`src/rtl/mux_rr_arbiter_pkg.sv`:
```
// mux_arb_pkg: shared constants, state type and small helpers for the
// round-robin arbiter that owns the select input of the 7-to-1 bit mux.
package mux_arb_pkg;

   localparam int N_REQ = 7;
   localparam int SEL_W = 3;

   typedef enum logic {
      IDLE  = 1'b0,
      GRANT = 1'b1
   } arb_state_t;

   // Advance a requester index by one, wrapping 6 -> 0 so 7 is never produced.
   function automatic logic [SEL_W-1:0] wrapInc(input logic [SEL_W-1:0] idx);
      return (idx == SEL_W'(N_REQ - 1)) ? '0 : idx + 1'b1;
   endfunction

   // One-hot grant vector for a requester index.
   function automatic logic [N_REQ-1:0] oneHot(input logic [SEL_W-1:0] idx);
      logic [N_REQ-1:0] v;
      v      = '0;
      v[idx] = 1'b1;
      return v;
   endfunction

endpackage

```
`src/rtl/mux_rr_arbiter_if.sv`:
```
// mux_rr_arbiter_if: request/grant bundle between the requesters and the
// arbiter. The requester side is the master, the arbiter is the slave.
interface mux_rr_arbiter_if;
   import mux_arb_pkg::*;

   logic [N_REQ-1:0] req;
   logic [N_REQ-1:0] grant;
   logic             grant_valid;
   logic [SEL_W-1:0] mux_select;

   modport master (
      output req,
      input  grant,
      input  grant_valid,
      input  mux_select
   );

   modport slave (
      input  req,
      output grant,
      output grant_valid,
      output mux_select
   );

endinterface

```
`src/rtl/mux_rr_arbiter_rr_pick.sv`:
```
// rr_pick: combinational round-robin search. Returns the first asserted
// request at or after the pointer, scanning upward modulo 7.
module rr_pick
   import mux_arb_pkg::*;
(
   input  logic [N_REQ-1:0] i_req,
   input  logic [SEL_W-1:0] i_ptr,
   output logic             o_found,
   output logic [SEL_W-1:0] o_idx
);

   localparam int POS_W = SEL_W + 1;

   logic [POS_W-1:0] w_pos;

   // Scan from the farthest offset back to the pointer so the closest hit wins.
   always_comb begin
      o_found = 1'b0;
      o_idx   = i_ptr;
      w_pos   = '0;
      for (int k = N_REQ - 1; k >= 0; k--) begin
         w_pos = {1'b0, i_ptr} + POS_W'(k);
         if (w_pos >= POS_W'(N_REQ)) begin
            w_pos = w_pos - POS_W'(N_REQ);
         end
         if (i_req[w_pos[SEL_W-1:0]]) begin
            o_found = 1'b1;
            o_idx   = w_pos[SEL_W-1:0];
         end
      end
   end

endmodule

```
`src/rtl/mux_rr_arbiter.sv`:
```
// mux_rr_arbiter: round-robin owner of the 7-to-1 mux select. A grant is held
// until the owner drops its request, then priority rotates past the owner.
// Optional feature macro HOLD_LIMIT_EN: bounds how long a grant may be held
// while other requesters wait (HOLD_MAX cycles), then preempts.
module mux_rr_arbiter #(
   parameter int N_REQ    = 7,
   parameter int HOLD_MAX = 15
) (
   input logic              clock,
   input logic              reset,
   mux_rr_arbiter_if.slave  bus
);
   import mux_arb_pkg::*;

   if (N_REQ != 7) begin : g_badNReq
      $error("mux_rr_arbiter only supports N_REQ = 7");
   end
   if (HOLD_MAX < 1) begin : g_badHoldMax
      $error("mux_rr_arbiter needs HOLD_MAX >= 1");
   end

   arb_state_t       r_state;
   logic [SEL_W-1:0] r_ptr;
   logic [SEL_W-1:0] r_sel;
   logic [6:0]       r_grant;
   logic             r_valid;

   logic             w_preempt;
   logic             w_release;
   logic [SEL_W-1:0] w_nextPtr;
   logic [SEL_W-1:0] w_pickPtr;
   logic             w_found;
   logic [SEL_W-1:0] w_idx;
   logic             w_newGrant;

   // While granted, r_sel is the owner; a release or preemption rotates past it.
   assign w_release  = (r_state == GRANT) && (!bus.req[r_sel] || w_preempt);
   assign w_nextPtr  = wrapInc(r_sel);
   assign w_pickPtr  = (r_state == GRANT) ? w_nextPtr : r_ptr;
   assign w_newGrant = w_found && ((r_state == IDLE) || w_release);

   rr_pick u_pick (
      .i_req   (bus.req),
      .i_ptr   (w_pickPtr),
      .o_found (w_found),
      .o_idx   (w_idx)
   );

`ifdef HOLD_LIMIT_EN
   localparam int CNT_W = $clog2(HOLD_MAX + 1);

   logic [CNT_W-1:0] r_holdCnt;
   logic             w_othersWaiting;

   assign w_othersWaiting = |(bus.req & ~r_grant);
   assign w_preempt       = (r_holdCnt == CNT_W'(HOLD_MAX)) && w_othersWaiting;

   // Count cycles the current owner has held the mux; restart on every new grant and saturate.
   always_ff @(posedge clock or posedge reset) begin
      if (reset) begin
         r_holdCnt <= '0;
      end else if (w_newGrant) begin
         r_holdCnt <= '0;
      end else if ((r_state == GRANT) && (r_holdCnt != CNT_W'(HOLD_MAX))) begin
         r_holdCnt <= r_holdCnt + 1'b1;
      end
   end
`else
   assign w_preempt = 1'b0;
`endif

   // Arbitration FSM with registered outputs; mux_select keeps its value when going idle.
   always_ff @(posedge clock or posedge reset) begin
      if (reset) begin
         r_state <= IDLE;
         r_ptr   <= '0;
         r_sel   <= '0;
         r_grant <= '0;
         r_valid <= 1'b0;
      end else begin
         case (r_state)
            IDLE: begin
               if (w_found) begin
                  r_state <= GRANT;
                  r_sel   <= w_idx;
                  r_grant <= oneHot(w_idx);
                  r_valid <= 1'b1;
               end
            end
            GRANT: begin
               if (w_release) begin
                  r_ptr <= w_nextPtr;
                  if (w_found) begin
                     r_sel   <= w_idx;
                     r_grant <= oneHot(w_idx);
                  end else begin
                     r_state <= IDLE;
                     r_grant <= '0;
                     r_valid <= 1'b0;
                  end
               end
            end
            default: begin
               r_state <= IDLE;
               r_grant <= '0;
               r_valid <= 1'b0;
            end
         endcase
      end
   end

   assign bus.grant       = r_grant;
   assign bus.grant_valid = r_valid;
   assign bus.mux_select  = r_sel;

endmodule
```
`src/flat_wrapper.sv`:
```
// flat-port wrapper written by rule: the top's interface ports become plain ports
module mux_rr_arbiter_flat import mux_arb_pkg::*;
#(
   parameter int N_REQ    = 7,
   parameter int HOLD_MAX = 15
)
  (clock, reset, bus_req, bus_grant, bus_grant_valid, bus_mux_select);
  mux_rr_arbiter_if bus_i ();
  input logic clock;
  input logic reset;
  input wire logic [$bits(bus_i.req)-1:0] bus_req;
  output wire logic [$bits(bus_i.grant)-1:0] bus_grant;
  output wire logic [$bits(bus_i.grant_valid)-1:0] bus_grant_valid;
  output wire logic [$bits(bus_i.mux_select)-1:0] bus_mux_select;
  assign bus_i.req = bus_req;
  assign bus_grant = bus_i.grant;
  assign bus_grant_valid = bus_i.grant_valid;
  assign bus_mux_select = bus_i.mux_select;
  mux_rr_arbiter #(.N_REQ(N_REQ), .HOLD_MAX(HOLD_MAX)) u_core (.clock(clock), .reset(reset), .bus(bus_i));
endmodule
```
`config.mk`:
```
export PLATFORM = sky130hd
export DESIGN_NAME = mux_rr_arbiter_flat
export DESIGN_NICKNAME = d
export VERILOG_FILES = /design/src/rtl/mux_rr_arbiter_pkg.sv /design/src/rtl/mux_rr_arbiter_if.sv /design/src/rtl/mux_rr_arbiter_rr_pick.sv /design/src/rtl/mux_rr_arbiter.sv /design/src/flat_wrapper.sv
export SDC_FILE = /design/constraint.sdc
export NUM_CORES = 1
export LEC_CHECK = 0
export ABC_AREA = 1
export BUFFER_PORTS_ARGS = -buffer_cell sky130_fd_sc_hd__buf_4
export CAP_MARGIN = 0
export CORE_UTILIZATION = 35
export DETAILED_ROUTE_END_ITERATION = 10
export PLACE_DENSITY = 0.51
export SYNTH_ARGS = -nofsm -noshare
export SYNTH_HDL_FRONTEND = slang
export SYNTH_HIERARCHICAL = 1
export SYNTH_SLANG_ARGS = --single-unit
export TNS_END_PERCENT = 1
```
`constraint.sdc`:
```
create_clock -name clock -period 4.23 [get_ports clock]
set_input_delay 0 -clock clock [delete_from_list [all_inputs] [get_ports clock]]
set_output_delay 0 -clock clock [all_outputs]
set_load 0.03 [all_outputs]
```
==> impl_metrics.env, run 1 <==
export IMPL_run_status="completed"
export IMPL_gp_congestion=0.866
export IMPL_numPortBuffers=19
export IMPL_rsz0062_at_grt="false"
export IMPL_finClkSkew_ns=0.00434
export IMPL_yosys_most_used_dff="dfrtp_1"
export IMPL_reg2reg_to="u_core/bus.grant[3]"
export IMPL_top_level_ports=20
export IMPL_cts_sinks=15
export IMPL_rr_startpoint="u_core/bus.mux_select[0]"
export IMPL_antenna_cells=0
export IMPL_synth_most_common_cell="nand2_1"
export IMPL_cp_required_ns=4.42
export IMPL_final_setup_worst_slack_ns=0.532
export IMPL_dp_hpwl_um=4810
export IMPL_fp_dieArea_um2=6450
export IMPL_crit_path_start_kind="flip-flop"
export IMPL_overflow=0
export IMPL_clkTransAtPathRegs_ns=0.07
export IMPL_core_um2=5920
export IMPL_yosys_warnings=6
export IMPL_drt_iter0_drc=201
export IMPL_grt_pass1_wl_um=10000
export IMPL_finalSetupTns_ns=0
export IMPL_yosysTopAreaCell="nand2_1"
export IMPL_cts_tree="done"
export IMPL_fmax_mhz=270
export IMPL_netlist_area_um2=2150
export IMPL_cts_setup_buffers=0
export IMPL_fillers=689
export IMPL_min_period_ns=3.70
export IMPL_netlist_cell_type_count=32
export IMPL_drt_pass1_iterations=7
export IMPL_synth_top_area_share_pct=24.3
export IMPL_seq_area_um2=377
export IMPL_post_route_util_pct=41.2
export IMPL_relSlewSlack_pct=59.1
export IMPL_wl_per_cell_um=12.6
export IMPL_rows=28
export IMPL_timing_reg2reg_worst_path_depth=21
export IMPL_path_max_fanout=10
export IMPL_post_route_drc_count=0
export IMPL_cp_slowest_cell="dfrtp_1"
export IMPL_cp_slowest_stage_delay_ns=0.47
export IMPL_ctsRootBufferMaster="clkbuf_8"
export IMPL_dieWidth_um=80.3
export IMPL_reg2reg_slack_ns=0.53
export IMPL_clock_path_buffers=2
export IMPL_wirelength_um=5930
export IMPL_insertion_delay_ns=0.25
export IMPL_post_route_period_util_pct=87.4
export IMPL_synth_edf_count=0
export IMPL_gr_usage_all_layers_pct=19.7
export IMPL_path_cells="o21ai_0 -> nor2_1 -> nand2_1 -> nand2_1 -> inv_1 -> ha_1 -> inv_1 -> fa_1 -> or2_4 -> nand2_4 -> a21oi_1 -> o21ai_1 -> nand2_2 -> nor3_2 -> nand3_2 -> inv_1 -> ha_1 -> inv_1 -> nand2_2 -> nand2_1 -> nand2_1"
export IMPL_syn_avg_cell_area_um2=5.82
export IMPL_grt_pass1_vias=2066
export IMPL_initial_utilization_pct=36.2
export IMPL_synth_commonest_cells="nand2_1 (139), nand3_1 (47), inv_1 (40)"
export IMPL_synth_cells=369
export IMPL_worst_pin_slew_ns=0.613
export IMPL_numCtsBuffers=3
export IMPL_crit_path_end="u_core/bus.grant[3]"
export IMPL_critPathCaptureType="flip-flop"
export IMPL_syn2layout_area_growth_pct=13.8
export IMPL_maxSlewViolCount=0
export IMPL_htreeDepth=1
export IMPL_seq_area_frac_synth_pct=17.5
export IMPL_hp_class="input pin to flip-flop"
export IMPL_die_h_um=80.3
export IMPL_antenna_found_initial=0
export IMPL_setup_viol=0
export IMPL_synth_fp_nets=390
export IMPL_ys_async_sr_fraction_pct=100
export IMPL_grt_max_degree=16
export IMPL_crit_start="u_core/bus.mux_select[0]"
export IMPL_synth_area_leaders="nand2_1 (24%), dfrtp_1 (17%), nand3_1 (11%)"
export IMPL_critPathKind="flip-flop to flip-flop"
export IMPL_dpl_worst_slack_ns=0.0664
export IMPL_ys_ff_latch=15
export IMPL_nNetsFinal=416
export IMPL_multi_input_area_um2=1540
export IMPL_critPathArrivalTime_ns=3.89
export IMPL_via_per_inst=4.97
export IMPL_finalHoldViolCount=0
export IMPL_antenna_left=0
export IMPL_vias=2332
export IMPL_drive_above_1_share_pct=17.5
export IMPL_maxCapViolations=0
routing by layer:
layer	up-vias	part of all wire, %	global-route usage, %
li1	1239	-	-
met3	0	3.8	3.18
met2	44	43	30.9
met5	-	0	0
met1	1049	53	29.4
met4	0	0	0.893
final cells by class:
class,instances,area share [%]
sequential,15,15.4
clock inverter,1,0.205
timing repair buffer,26,8.10
clock buffer,3,1.69
tap,75,3.84
multi-input combinational,300,63.1
inverter,49,7.64
logic make-up (layout without fill, tap and decap cells):
logic type	Yosys count	after routing	synth area share, %
XOR/XNOR	1	1	0.758
AO/OA/AOI/OAI	54	54	14.6
adder cells (fa/ha/maj)	12	12	7.35
AND/OR/NAND/NOR	233	233	48.3
buffers and inverters	54	79	11.5
flip-flops	15	15	17.5
what timing repair did:
action | 4_1_cts | 5_1_grt
resized for setup | 0 | 7
endpoints found under the setup margin | 0 | 11
hold buffers | 1 | 0
endpoints found under the hold margin | 15 | 0
critical path, delay by kind of cell (launching register included):
family          cells  cell delay (ns)
simple gates       11             1.42
flops               1             0.47
buf+inv             4             0.47
compound gates      3             0.47
fa+ha+maj           3             0.80
worst min-delay path by stage:
stage / slack [ns] / start / cells past startpoint / to
after global placement: 0.11 / reset / 2 / u_core/r_ptr[1]
after floorplan: -0.1 / reset / 1 / u_core/bus.grant[0]
after detailed placement: 0.12 / reset / 2 / u_core/r_ptr[1]
final: 0.35 / bus_req[2] / 8 / u_core/r_ptr[0]
after global routing: 0.39 / bus_req[2] / 7 / u_core/r_state
after CTS: 0.34 / bus_req[2] / 8 / u_core/r_ptr[0]
placed cells by master (no fill, tap or decap), types with 2 or more instances in the layout:
cell	synthesis	routed
ha_1	11	11
nand2_1	139	138
a21oi_1	14	14
dfrtp_1	15	14
nand2_2	13	14
nor2_1	19	19
nand3_2	2	3
o21ai_1	10	11
buf_4	0	25
inv_1	40	40
clkbuf_8	0	3
nand2_4	2	2
nand3_1	47	46
nor2_2	2	2
or2_1	2	2
inv_2	8	8
o21ai_0	19	17
o211ai_1	6	6
registers in the layout, indices dropped and copies added (netlist names):
name and flops:
u_core/bus.mux_select 3, u_core/bus.grant_valid 1, u_core/r_state 1, u_core/bus.grant 7
u_core/r_ptr 3
per-stage QoR:
| stage | std cells | hold WS (ns) | area, um^2 |
|---|---|---|---|
| after global placement | 464 | 0.108 | 2370 |
| after detailed placement | 464 | 0.116 | 2370 |
| after CTS | 469 | 0.337 | 2420 |
| final | 469 | 0.346 | 2440 |
| after floorplan | 369 | -0.0985 | 2150 |
| after global routing | 469 | 0.394 | 2440 |
Power of run 1 is left out: the tool's default activity adds up to more than one toggle a clock period on the data nets, which glitch-free logic cannot reach.
==> run 2, diff against run 1 <==
--- a/config.mk
+++ b/config.mk
@@ -10,7 +10,7 @@
 export CAP_MARGIN = 0
 export CORE_UTILIZATION = 35
 export DETAILED_ROUTE_END_ITERATION = 10
-export PLACE_DENSITY = 0.51
+export PLACE_DENSITY = 0.48
 export SYNTH_ARGS = -nofsm -noshare
 export SYNTH_HDL_FRONTEND = slang
 export SYNTH_HIERARCHICAL = 1
==> run 2 against run 1 <==
Maximum frequency down 0.76%. Clock skew down 0.0013 ns. Via count down 1.3%. Critical path depth up 7. Register-to-register slack worse by 0.03 ns. Routed wire length up 1.9%. Non-clock buffer count down 1. Largest cell class unchanged. Highest routed layer is now met4.
==> impl_metrics.env, run 2 (same netlist as run 1, synthesis figures left out) <==
export IMPL_path_max_fanout=10
export IMPL_min_period_ns=3.73
export IMPL_top_level_ports=20
export IMPL_gp_congestion=0.965
export IMPL_gr_usage_all_layers_pct=20.6
export IMPL_dp_hpwl_um=4910
export IMPL_cts_sinks=15
export IMPL_core_um2=5920
export IMPL_grt_max_degree=16
export IMPL_cp_slowest_cell="dfrtp_1"
export IMPL_initial_utilization_pct=36.2
export IMPL_worst_pin_slew_ns=0.584
export IMPL_cp_required_ns=4.42
export IMPL_fmax_mhz=268
export IMPL_post_route_util_pct=41.1
export IMPL_maxSlewViolCount=0
export IMPL_maxCapViolations=0
export IMPL_rows=28
export IMPL_dr_max_layer_used="met4"
export IMPL_post_route_drc_count=0
export IMPL_crit_path_start_kind="flip-flop"
export IMPL_antenna_left=0
export IMPL_ctsRootBufferMaster="clkbuf_8"
export IMPL_cp_slowest_stage_delay_ns=0.48
export IMPL_syn2layout_area_growth_pct=13.5
export IMPL_placed_cells=463
export IMPL_wl_met2_um=2510
export IMPL_critPathArrivalTime_ns=3.91
export IMPL_overflow=0
export IMPL_critPathCaptureType="flip-flop"
export IMPL_wirelength_um=6050
export IMPL_grt_pass1_vias=2080
export IMPL_run_status="completed"
export IMPL_wl_per_cell_um=12.9
export IMPL_finClkSkew_ns=0.00306
export IMPL_numCtsBuffers=3
export IMPL_nNetsFinal=415
export IMPL_final_common_cell="nand2_1"
export IMPL_htreeDepth=1
export IMPL_setup_viol=0
export IMPL_antenna_cells=0
export IMPL_relSlewSlack_pct=61.1
export IMPL_final_cell_mix="nand2_1 (138), nand3_1 (46), inv_1 (40), buf_4 (24), nor2_1 (19)"
export IMPL_cpMostUsedCell="nand2_1"
export IMPL_die_h_um=80.3
export IMPL_grt_pass1_wl_um=10200
export IMPL_drt_pass1_iterations=6
export IMPL_dieWidth_um=80.3
export IMPL_hp_class="input pin to flip-flop"
export IMPL_rsz0062_at_grt="false"
export IMPL_finalHoldViolCount=0
export IMPL_wl_met1_um=3190
export IMPL_largest_register_ffs=7
export IMPL_clkTransAtPathRegs_ns=0.06
export IMPL_post_route_period_util_pct=88.1
export IMPL_via_per_inst=4.92
export IMPL_drt_iter0_drc=173
export IMPL_critPathKind="flip-flop to flip-flop"
export IMPL_numPortBuffers=19
export IMPL_met3WireLength_um=330
export IMPL_antenna_found_initial=0
export IMPL_insertion_delay_ns=0.25
export IMPL_fp_dieArea_um2=6450
export IMPL_clock_path_buffers=2
export IMPL_vias=2302
export IMPL_cts_tree="done"
export IMPL_finalSetupTns_ns=0
export IMPL_final_cells=468
export IMPL_drive_above_1_share_pct=17.3
[run 2: layout make-up]
type | instances | area, um^2
clock buffer | 3 | 41.3
clock inverter | 1 | 5.00
fill | 652 | 3490
inverter | 49 | 186
multi-input combinational | 300 | 1540
sequential | 15 | 375
tap | 75 | 93.8
timing repair buffer | 25 | 190
[run 2: critical path, delay by kind of cell, from the launching register on]
family,cells,cell delay [ns]
AO/OA/AOI/OAI,3,0.59
adder cells (fa/ha/maj),1,0.45
flip-flops,1,0.48
AND/OR/NAND/NOR,21,1.88
buffers and inverters,3,0.28
[run 2: layer usage]
metal | up-vias | track usage [%]
met2 | 53 | 30.6
met1 | 1011 | 31.0
met4 | 0 | 2.14
met3 | 2 | 4.43
met5 | - | 0
li1 | 1236 | -
[run 2: repair_timing]
item | 4_1_cts | 5_1_grt
resized for setup | 0 | 7
hold endpoints to repair | 15 | 0
buffers inserted | 0 | 0
endpoints found under the setup margin | 0 | 12
hold buffers | 1 | 0
[run 2: worst paths after layout]
check	from	to	slack, ns	cells after the start
setup / recovery	u_core/bus.mux_select[1]	u_core/bus.grant[6]	0.50	28
hold / removal	bus_req[0]	u_core/r_ptr[0]	0.36	7
setup reg to reg	u_core/bus.mux_select[1]	u_core/bus.grant[6]	0.50	28
hold reg to reg	u_core/bus.grant[4]	u_core/bus.grant[4]	0.47	2
max in group asynchronous	reset	u_core/bus.mux_select[0]	3.47	3
min in group asynchronous	reset	u_core/bus.mux_select[2]	0.38	3
[run 2: stage by stage]
| stage | hold slack [ns] | setup WS (ns) | area (um^2) |
|---|---|---|---|
| 2_1_floorplan | -0.0985 | 0.518 | 2150 |
| 3_3_place_gp | 0.106 | 0.128 | 2360 |
| 3_5_place_dp | 0.103 | 0.0556 | 2360 |
| 4_1_cts | 0.355 | 0.0392 | 2420 |
| 5_1_grt | 0.423 | 0.0149 | 2430 |
| 6_report | 0.359 | 0.504 | 2430 |
Power of run 2 is left out for the same reason.
